$ cat src/rtl/riscv_pkg.sv
// Shared RV32 definitions: opcodes, instruction field positions and the
// fetch FSM state encoding used by instr_fetch.
package riscv_pkg;

  localparam int XLEN = 32;

  localparam logic [6:0] R_TYPE = 7'b0110011;
  localparam logic [6:0] I_TYPE = 7'b0010011;
  localparam logic [6:0] S_TYPE = 7'b0100011;
  localparam logic [6:0] LOAD   = 7'b0000011;
  localparam logic [6:0] BRANCH = 7'b1100011;
  localparam logic [6:0] JALR   = 7'b1100111;
  localparam logic [6:0] JAL    = 7'b1101111;

  localparam int OP_LSB     = 0;
  localparam int OP_MSB     = 6;
  localparam int FUNCT3_LSB = 12;
  localparam int FUNCT3_MSB = 14;
  localparam int FUNCT7_BIT = 30;

  typedef enum logic [1:0] {
    IDLE  = 2'd0,
    FETCH = 2'd1,
    HALT  = 2'd2
  } fetch_state_e;

endpackage

$ cat src/rtl/instr_fetch_if.sv
// Fetch-side bus bundle: instruction memory request/response, decoder
// redirect input and the decoded-instruction handoff.
interface instr_fetch_if;
  import riscv_pkg::*;

  logic            imem_req_valid;
  logic            imem_req_ready;
  logic [XLEN-1:0] imem_req_addr;
  logic            imem_rsp_valid;
  logic [XLEN-1:0] imem_rsp_data;
  logic            redirect;
  logic [XLEN-1:0] redirect_target;
  logic            dec_valid;
  logic            dec_ready;
  logic [XLEN-1:0] dec_instr;
  logic [XLEN-1:0] dec_pc;
  logic [6:0]      dec_op;
  logic [2:0]      dec_funct3;
  logic            dec_funct7;
  logic            fetch_fault;

  modport master (
    output imem_req_valid, imem_req_addr,
    input  imem_req_ready, imem_rsp_valid, imem_rsp_data,
    input  redirect, redirect_target, dec_ready,
    output dec_valid, dec_instr, dec_pc, dec_op, dec_funct3, dec_funct7,
    output fetch_fault
  );

  modport slave (
    input  imem_req_valid, imem_req_addr,
    output imem_req_ready, imem_rsp_valid, imem_rsp_data,
    output redirect, redirect_target, dec_ready,
    input  dec_valid, dec_instr, dec_pc, dec_op, dec_funct3, dec_funct7,
    input  fetch_fault
  );
endinterface

$ cat src/rtl/fetch_buffer.sv
// Synchronous FIFO of {pc, instr} entries with flush; DEPTH must be a power
// of two so the pointers wrap naturally.
module fetch_buffer #(
  parameter int DEPTH = 2,
  parameter int WIDTH = 64
) (
  input  logic                     clk,
  input  logic                     rst_n,
  input  logic                     push,
  input  logic                     pop,
  input  logic                     flush,
  input  logic [WIDTH-1:0]         wdata,
  output logic [WIDTH-1:0]         rdata,
  output logic                     full,
  output logic                     empty,
  output logic [$clog2(DEPTH):0]   count
);
  localparam int AW = $clog2(DEPTH);
  localparam int CW = AW + 1;

  logic [WIDTH-1:0] mem_r [DEPTH];
  logic [AW-1:0]    wr_ptr_r;
  logic [AW-1:0]    rd_ptr_r;
  logic [CW-1:0]    count_r;
  logic             do_push_s;
  logic             do_pop_s;

  assign full      = (count_r == CW'(DEPTH));
  assign empty     = (count_r == CW'(0));
  assign count     = count_r;
  assign rdata     = mem_r[rd_ptr_r];
  assign do_push_s = push & ~full;
  assign do_pop_s  = pop & ~empty;

  // Storage, pointers and occupancy; flush drops every entry at once
  always_ff @(posedge clk) begin
    if (!rst_n) begin
      for (int i = 0; i < DEPTH; i++) mem_r[i] <= '0;
      wr_ptr_r <= '0;
      rd_ptr_r <= '0;
      count_r  <= '0;
    end else if (flush) begin
      wr_ptr_r <= '0;
      rd_ptr_r <= '0;
      count_r  <= '0;
    end else begin
      if (do_push_s) begin
        mem_r[wr_ptr_r] <= wdata;
        wr_ptr_r        <= wr_ptr_r + AW'(1);
      end
      if (do_pop_s) rd_ptr_r <= rd_ptr_r + AW'(1);
      count_r <= count_r + CW'(do_push_s) - CW'(do_pop_s);
    end
  end
endmodule

$ cat src/rtl/instr_fetch.sv
// RV32 instruction fetch: credit-limited word requests, buffered responses,
// redirect flush with in-flight drop counting. Optional misaligned-redirect
// trap enabled by defining IFETCH_MISALIGN_TRAP_EN.
module instr_fetch
  import riscv_pkg::*;
#(
  parameter logic [XLEN-1:0] RESET_PC  = 32'h0000_0000,
  parameter int              BUF_DEPTH = 2
) (
  input  logic          clk,
  input  logic          rst_n,
  instr_fetch_if.master bus
);
  localparam int CW = $clog2(BUF_DEPTH) + 1;
  localparam logic [XLEN-1:0] PC_STEP = 32'd4;

  fetch_state_e    state_r, state_nxt_s;
  logic [XLEN-1:0] fpc_r, rpc_r, target_s;
  logic [CW-1:0]   outstanding_r, outstanding_nxt_s;
  logic [CW-1:0]   drop_cnt_r, drop_nxt_s;
  logic [CW-1:0]   buf_count_s;
  logic            buf_full_s, buf_empty_s;
  logic            fetching_s, credit_ok_s, req_valid_s, req_fire_s;
  logic            redir_s, misalign_s, rsp_keep_s, flush_s;
  logic [2*XLEN-1:0] head_s;

`ifdef IFETCH_MISALIGN_TRAP_EN
  assign target_s   = bus.redirect_target;
  assign misalign_s = (bus.redirect_target[1:0] != 2'b00);
`else
  assign target_s   = bus.redirect_target & ~32'h0000_0003;
  assign misalign_s = 1'b0;
`endif

  assign fetching_s  = (state_r == FETCH);
  assign credit_ok_s = (({1'b0, outstanding_r} + {1'b0, buf_count_s}) < (CW+1)'(BUF_DEPTH));
  assign req_valid_s = fetching_s & credit_ok_s;
  assign req_fire_s  = req_valid_s & bus.imem_req_ready;
  assign redir_s     = fetching_s & bus.redirect;
  // A response is dropped when it races a redirect or belongs to the old path
  assign rsp_keep_s  = bus.imem_rsp_valid & fetching_s & ~redir_s & (drop_cnt_r == CW'(0));
  assign flush_s     = redir_s | (state_r == HALT);
  assign outstanding_nxt_s = outstanding_r + CW'(req_fire_s) - CW'(bus.imem_rsp_valid);

  // Next-state selection for the fetch FSM
  always_comb begin
    state_nxt_s = state_r;
    case (state_r)
      IDLE:  state_nxt_s = FETCH;
      FETCH: begin
        if (redir_s && misalign_s) state_nxt_s = HALT;
        else                       state_nxt_s = FETCH;
      end
`ifdef IFETCH_MISALIGN_TRAP_EN
      HALT:  state_nxt_s = HALT;
`else
      HALT:  state_nxt_s = IDLE;
`endif
      default: state_nxt_s = IDLE;
    endcase
  end

  // Drop counter: reload with post-cycle outstanding on redirect, else count down
  always_comb begin
    drop_nxt_s = drop_cnt_r;
    if (redir_s) drop_nxt_s = outstanding_nxt_s;
    else if (bus.imem_rsp_valid && (drop_cnt_r != CW'(0))) drop_nxt_s = drop_cnt_r - CW'(1);
    else drop_nxt_s = drop_cnt_r;
  end

  // FSM state, PC counters and credit/drop counters
  always_ff @(posedge clk) begin
    if (!rst_n) begin
      state_r       <= IDLE;
      fpc_r         <= RESET_PC;
      rpc_r         <= RESET_PC;
      outstanding_r <= '0;
      drop_cnt_r    <= '0;
    end else begin
      state_r       <= state_nxt_s;
      outstanding_r <= outstanding_nxt_s;
      drop_cnt_r    <= drop_nxt_s;
      if (redir_s)         fpc_r <= target_s;
      else if (req_fire_s) fpc_r <= fpc_r + PC_STEP;
      if (redir_s)         rpc_r <= target_s;
      else if (rsp_keep_s) rpc_r <= rpc_r + PC_STEP;
    end
  end

`ifdef IFETCH_MISALIGN_TRAP_EN
  logic fault_r;
  // Sticky fault flag, cleared only by reset
  always_ff @(posedge clk) begin
    if (!rst_n)                     fault_r <= 1'b0;
    else if (redir_s && misalign_s) fault_r <= 1'b1;
  end
  assign bus.fetch_fault = fault_r;
`else
  assign bus.fetch_fault = 1'b0;
`endif

  fetch_buffer #(.DEPTH(BUF_DEPTH), .WIDTH(2*XLEN)) u_buf (
    .clk   (clk),
    .rst_n (rst_n),
    .push  (rsp_keep_s & ~buf_full_s),
    .pop   (bus.dec_ready),
    .flush (flush_s),
    .wdata ({rpc_r, bus.imem_rsp_data}),
    .rdata (head_s),
    .full  (buf_full_s),
    .empty (buf_empty_s),
    .count (buf_count_s)
  );

  assign bus.imem_req_valid = req_valid_s;
  assign bus.imem_req_addr  = fpc_r;
  assign bus.dec_valid      = ~buf_empty_s;
  assign bus.dec_pc         = head_s[2*XLEN-1:XLEN];
  assign bus.dec_instr      = head_s[XLEN-1:0];
  assign bus.dec_op         = head_s[OP_MSB:OP_LSB];
  assign bus.dec_funct3     = head_s[FUNCT3_MSB:FUNCT3_LSB];
  assign bus.dec_funct7     = head_s[FUNCT7_BIT];
endmodule

$ cat src/flat_wrapper.sv
// flat-port wrapper written by rule: the top's interface ports become plain ports
module instr_fetch_flat import riscv_pkg::*;
#(
  parameter logic [XLEN-1:0] RESET_PC  = 32'h0000_0000,
  parameter int              BUF_DEPTH = 2
)
  (clk, rst_n, bus_imem_req_valid, bus_imem_req_addr, bus_imem_req_ready, bus_imem_rsp_valid, bus_imem_rsp_data, bus_redirect, bus_redirect_target, bus_dec_ready, bus_dec_valid, bus_dec_instr, bus_dec_pc, bus_dec_op, bus_dec_funct3, bus_dec_funct7, bus_fetch_fault);
  instr_fetch_if bus_i ();
  input  logic clk;
  input  logic rst_n;
  output wire logic [$bits(bus_i.imem_req_valid)-1:0] bus_imem_req_valid;
  output wire logic [$bits(bus_i.imem_req_addr)-1:0] bus_imem_req_addr;
  input wire logic [$bits(bus_i.imem_req_ready)-1:0] bus_imem_req_ready;
  input wire logic [$bits(bus_i.imem_rsp_valid)-1:0] bus_imem_rsp_valid;
  input wire logic [$bits(bus_i.imem_rsp_data)-1:0] bus_imem_rsp_data;
  input wire logic [$bits(bus_i.redirect)-1:0] bus_redirect;
  input wire logic [$bits(bus_i.redirect_target)-1:0] bus_redirect_target;
  input wire logic [$bits(bus_i.dec_ready)-1:0] bus_dec_ready;
  output wire logic [$bits(bus_i.dec_valid)-1:0] bus_dec_valid;
  output wire logic [$bits(bus_i.dec_instr)-1:0] bus_dec_instr;
  output wire logic [$bits(bus_i.dec_pc)-1:0] bus_dec_pc;
  output wire logic [$bits(bus_i.dec_op)-1:0] bus_dec_op;
  output wire logic [$bits(bus_i.dec_funct3)-1:0] bus_dec_funct3;
  output wire logic [$bits(bus_i.dec_funct7)-1:0] bus_dec_funct7;
  output wire logic [$bits(bus_i.fetch_fault)-1:0] bus_fetch_fault;
  assign bus_imem_req_valid = bus_i.imem_req_valid;
  assign bus_imem_req_addr = bus_i.imem_req_addr;
  assign bus_i.imem_req_ready = bus_imem_req_ready;
  assign bus_i.imem_rsp_valid = bus_imem_rsp_valid;
  assign bus_i.imem_rsp_data = bus_imem_rsp_data;
  assign bus_i.redirect = bus_redirect;
  assign bus_i.redirect_target = bus_redirect_target;
  assign bus_i.dec_ready = bus_dec_ready;
  assign bus_dec_valid = bus_i.dec_valid;
  assign bus_dec_instr = bus_i.dec_instr;
  assign bus_dec_pc = bus_i.dec_pc;
  assign bus_dec_op = bus_i.dec_op;
  assign bus_dec_funct3 = bus_i.dec_funct3;
  assign bus_dec_funct7 = bus_i.dec_funct7;
  assign bus_fetch_fault = bus_i.fetch_fault;
  instr_fetch #(.RESET_PC(RESET_PC), .BUF_DEPTH(BUF_DEPTH)) u_core (.clk(clk), .rst_n(rst_n), .bus(bus_i));
endmodule
$ cat config.mk
export PLATFORM = sky130hd
export DESIGN_NAME = instr_fetch_flat
export DESIGN_NICKNAME = d
export VERILOG_FILES = /design/src/rtl/riscv_pkg.sv /design/src/rtl/instr_fetch_if.sv /design/src/rtl/fetch_buffer.sv /design/src/rtl/instr_fetch.sv /design/src/flat_wrapper.sv
export SDC_FILE = /design/constraint.sdc
export NUM_CORES = 1
export LEC_CHECK = 0
export CAP_MARGIN = 25
export CORE_ASPECT_RATIO = 1.5
export CORE_MARGIN = 4
export CORE_UTILIZATION = 57
export DETAILED_ROUTE_END_ITERATION = 16
export GPL_TIMING_DRIVEN = 0
export MAX_ROUTING_LAYER = met4
export PLACE_DENSITY_LB_ADDON = 0.08
export SYNTH_ARGS = -nofsm -noshare
export SYNTH_HDL_FRONTEND = slang
export SYNTH_HIERARCHICAL = 1
export SYNTH_SLANG_ARGS = --single-unit
$ cat constraint.sdc
create_clock -name clk -period 7.8 [get_ports clk]
set_input_delay 1.56 -clock clk [delete_from_list [all_inputs] [get_ports clk]]
set_output_delay 1.56 -clock clk [all_outputs]
set_load 0.02 [all_outputs]
==> metrics.yaml <==
yosys:
  synth_area_leaders: "edfxtp_1, dfxtp_1, and2_1, mux2_2, a21oi_1"
  synth.largest_area_cell: "edfxtp_1"
  syn_area_per_cell_um2: 11.62
  ys_ff_latch: 198
  ys_seq_area_share_pct: 55.80
  synth_area_um2: 9400
  yosysWarnings: 6
  ys_types: 65
  synth_top_cell_area_share_pct: 40.89
  synth_flop_cell: "edfxtp_1"
  netlist_instances: 809
  synth-edff-count: 128
  synth-async-reset-ratio_pct: 0
timing:
  fmax_mhz: 239.4
  hold_viol: 0
  min_period_ns: 4.177
  tns_ns: 0
  setup_slack_ns: 3.623
  skew_ns: 0.01386
  finalSetupViolCount: 0
  min_period_over_period_pct: 53.55
  drv_slew: 0
  slew_headroom_pct: 29.21
  worst_slew_pin_slew_ns: 1.051
  rsz0062_at_grt: "no"
floorplan:
  dieArea_um2: 18650
  die_h_um: 165.3
  start_util_pct: 58.06
  rows: 57
  die_x_um: 112.9
  io_pins: 180
  core-area_um2: 16190
layout:
  final_cell_mix: "clkdlybuf4s50_1, and2_1, edfxtp_1"
  antenna_cells: 0
  fill_cells: 1155
  fin_util_pct: 74.22
  fin_cells: 1226
  layout_commonest_cell: "clkdlybuf4s50_1"
  design_area_um2: 12020
  syn_to_final_growth_pct: 27.82
  drive_gt1_share_pct: 15.00
  nNetsFinal: 1085
clock_network:
  clk_pin_slew_ns: 0.07
  insertion_delay_ns: 0.43
  cts_buffer_depth: 2
  cts_tree: "built"
  holdBufCountCts: 0
  htree_levels: 4
  postCtsSetupBuffers: 0
  cts-root-buf: "clkbuf_16"
  post_cts_resized: 0
  cts_num_sinks: 198
  cts_buffers: 17
worst_setup_path:
  arrival_ns: 2.62
  timing.rr.end: "u_core/drop_cnt_r[1]"
  start_kind: "register"
  r2r_slack_ns: 4.82
  crit_type: "reg2out"
  worstRegToRegCells: 11
  path_max_fanout: 10
  timing.rr.start: "u_core/u_buf/count[0]"
  critPathCaptureType: "output port"
  cp_data_required_time_ns: 6.24
power:
  power.leakage_nw: 4.410
  ir_drop_uv: 147.4
  power_per_cell_area_nw_per_um2: 206.3
grt:
  grt_pass1_vias: 6983
  grt_pass1_wl_um: 36120
  antenna_found_initial: 0
  track_usage_pct: 25.46
  grt_max_degree: 65
  overflow: 0
placed_design:
  globalplace.congestion: 0.9482
  placedCellCount: 1194
  place_ws_ns: 3.110
  dp_hpwl_um: 16630
  place_area_um2: 11430
  port_buffers: 173
detailed_routing:
  drc: 0
  drt-initial-drc-count: 405
  routed_wl_um: 22890
  viasPerCell: 5.615
  antenna_left: 0
  wire_per_inst_um: 18.67
  firstDrtPassIters: 7
  vias: 6884
worst_hold_path:
  holdCritStartpoint: "u_core/u_buf/rd_ptr_r"
  min_path_cells: 2
  hp-class: "reg2reg"
  holdPathEnd: "u_core/u_buf/rd_ptr_r"
flow_run:
  maxCapViolCount: 0
outcome:
  status: "complete, no violations"
[state kept, by name (all words and copies together), names as in the netlist, named ones only]
register / count
u_core/rpc_r: 30
u_core/drop_cnt_r: 2
u_core/u_buf/rd_ptr_r: 1
u_core/bus.imem_req_addr: 30
u_core/outstanding_r: 2
u_core/u_buf/count: 2
u_core/state_r: 1
u_core/u_buf/wr_ptr_r: 1
u_core/u_buf/mem_r: 128
[cell usage after synthesis, drive strengths merged, types with 2 or more instances]
cell type	number
and2	133
edfxtp	128
dfxtp	70
mux2	65
a21oi	53
o21ai	33
nand2	32
buf	30
nand3	30
nor2	27
xor2	23
clkbuf	22
xnor2	22
nand4	19
inv	17
nor3	13
nor4	10
and3	8
ha	7
and4	6
o21a	5
or4	5
a211oi	4
nand2b	4
a2111oi	3
a311oi	3
a31oi	3
mux2i	3
or3	3
a31o	2
nor2b	2
nor3b	2
o21ba	2
o21bai	2
o221ai	2
o31a	2
or2	2
[through the flow]
stage               total power [mW]  hold slack (ns)
floorplan                      1.451           0.4809
global placement               1.626           0.4969
detailed placement             1.630           0.5101
CTS                            2.495           0.5250
global route                   2.570           0.5608
finish                         2.479           0.5219
[layer usage]
layer	up-vias	routed length (µm)	global-route usage, %
met5	-	0	-
li1	3291	-	-
met3	48	992	3.609
met2	228	11910	44.55
met4	0	912	11.81
met1	3317	9067	28.87
[where the power goes]
part | internal [mW] | total (mW) | switching [mW]
combinational | 0.190 | 0.387 | 0.197
clock | 0.458 | 0.871 | 0.413
sequential | 1.17 | 1.22 | 0.0474
[final cells by class]
class                      instances  area [µm²]  share of cell area, %
timing repair buffer             173        1732                  14.41
inverter                          17       63.81                 0.5311
clock inverter                    14       158.9                  1.322
sequential                       198        5245                  43.65
clock buffer                      18       429.2                  3.572
buffer                            52       310.3                  2.583
multi-input combinational        548        3819                  31.78
tap                              206       257.7                  2.145
[worst max-delay path by stage]
| stage | slack, ns | from | endpoint | depth (start not counted) |
|---|---|---|---|---|
| final | 3.62 | register | bus_dec_instr[12] | 5 |
| after CTS | 3.55 | register | bus_dec_op[0] | 5 |
| after detailed placement | 3.11 | rst_n | u_core/u_buf/mem_r[0][3] | 5 |
| after global routing | 3.47 | register | bus_dec_instr[12] | 5 |
| after floorplan | 3.27 | bus_redirect | u_core/u_buf/mem_r[0][0] | 7 |
| after global placement | 1.49 | rst_n | u_core/u_buf/mem_r[0][3] | 5 |
[worst max-delay path, cell delays in order (launching register included)]
cell and delay, ns:
dfxtp_1 0.31, clkbuf_1 0.46, buf_2 0.37, mux2_2 0.39
buf_4 0.13, clkdlybuf4s50_1 0.52
[cells by family (layout without fill, tap and decap cells)]
family / count (synthesis) / after routing / synth area share, %
other: 1 / 7 / 0.03989
flip-flops: 198 / 198 / 55.80
XOR/XNOR: 45 / 45 / 4.193
AO/OA/AOI/OAI: 119 / 119 / 7.387
adder cells (fa/ha/maj): 8 / 8 / 1.145
AND/OR/NAND/NOR: 301 / 301 / 19.35
buffers and inverters: 69 / 274 / 3.980
multiplexers: 68 / 68 / 8.106
Power figures use the tool's default switching activity.
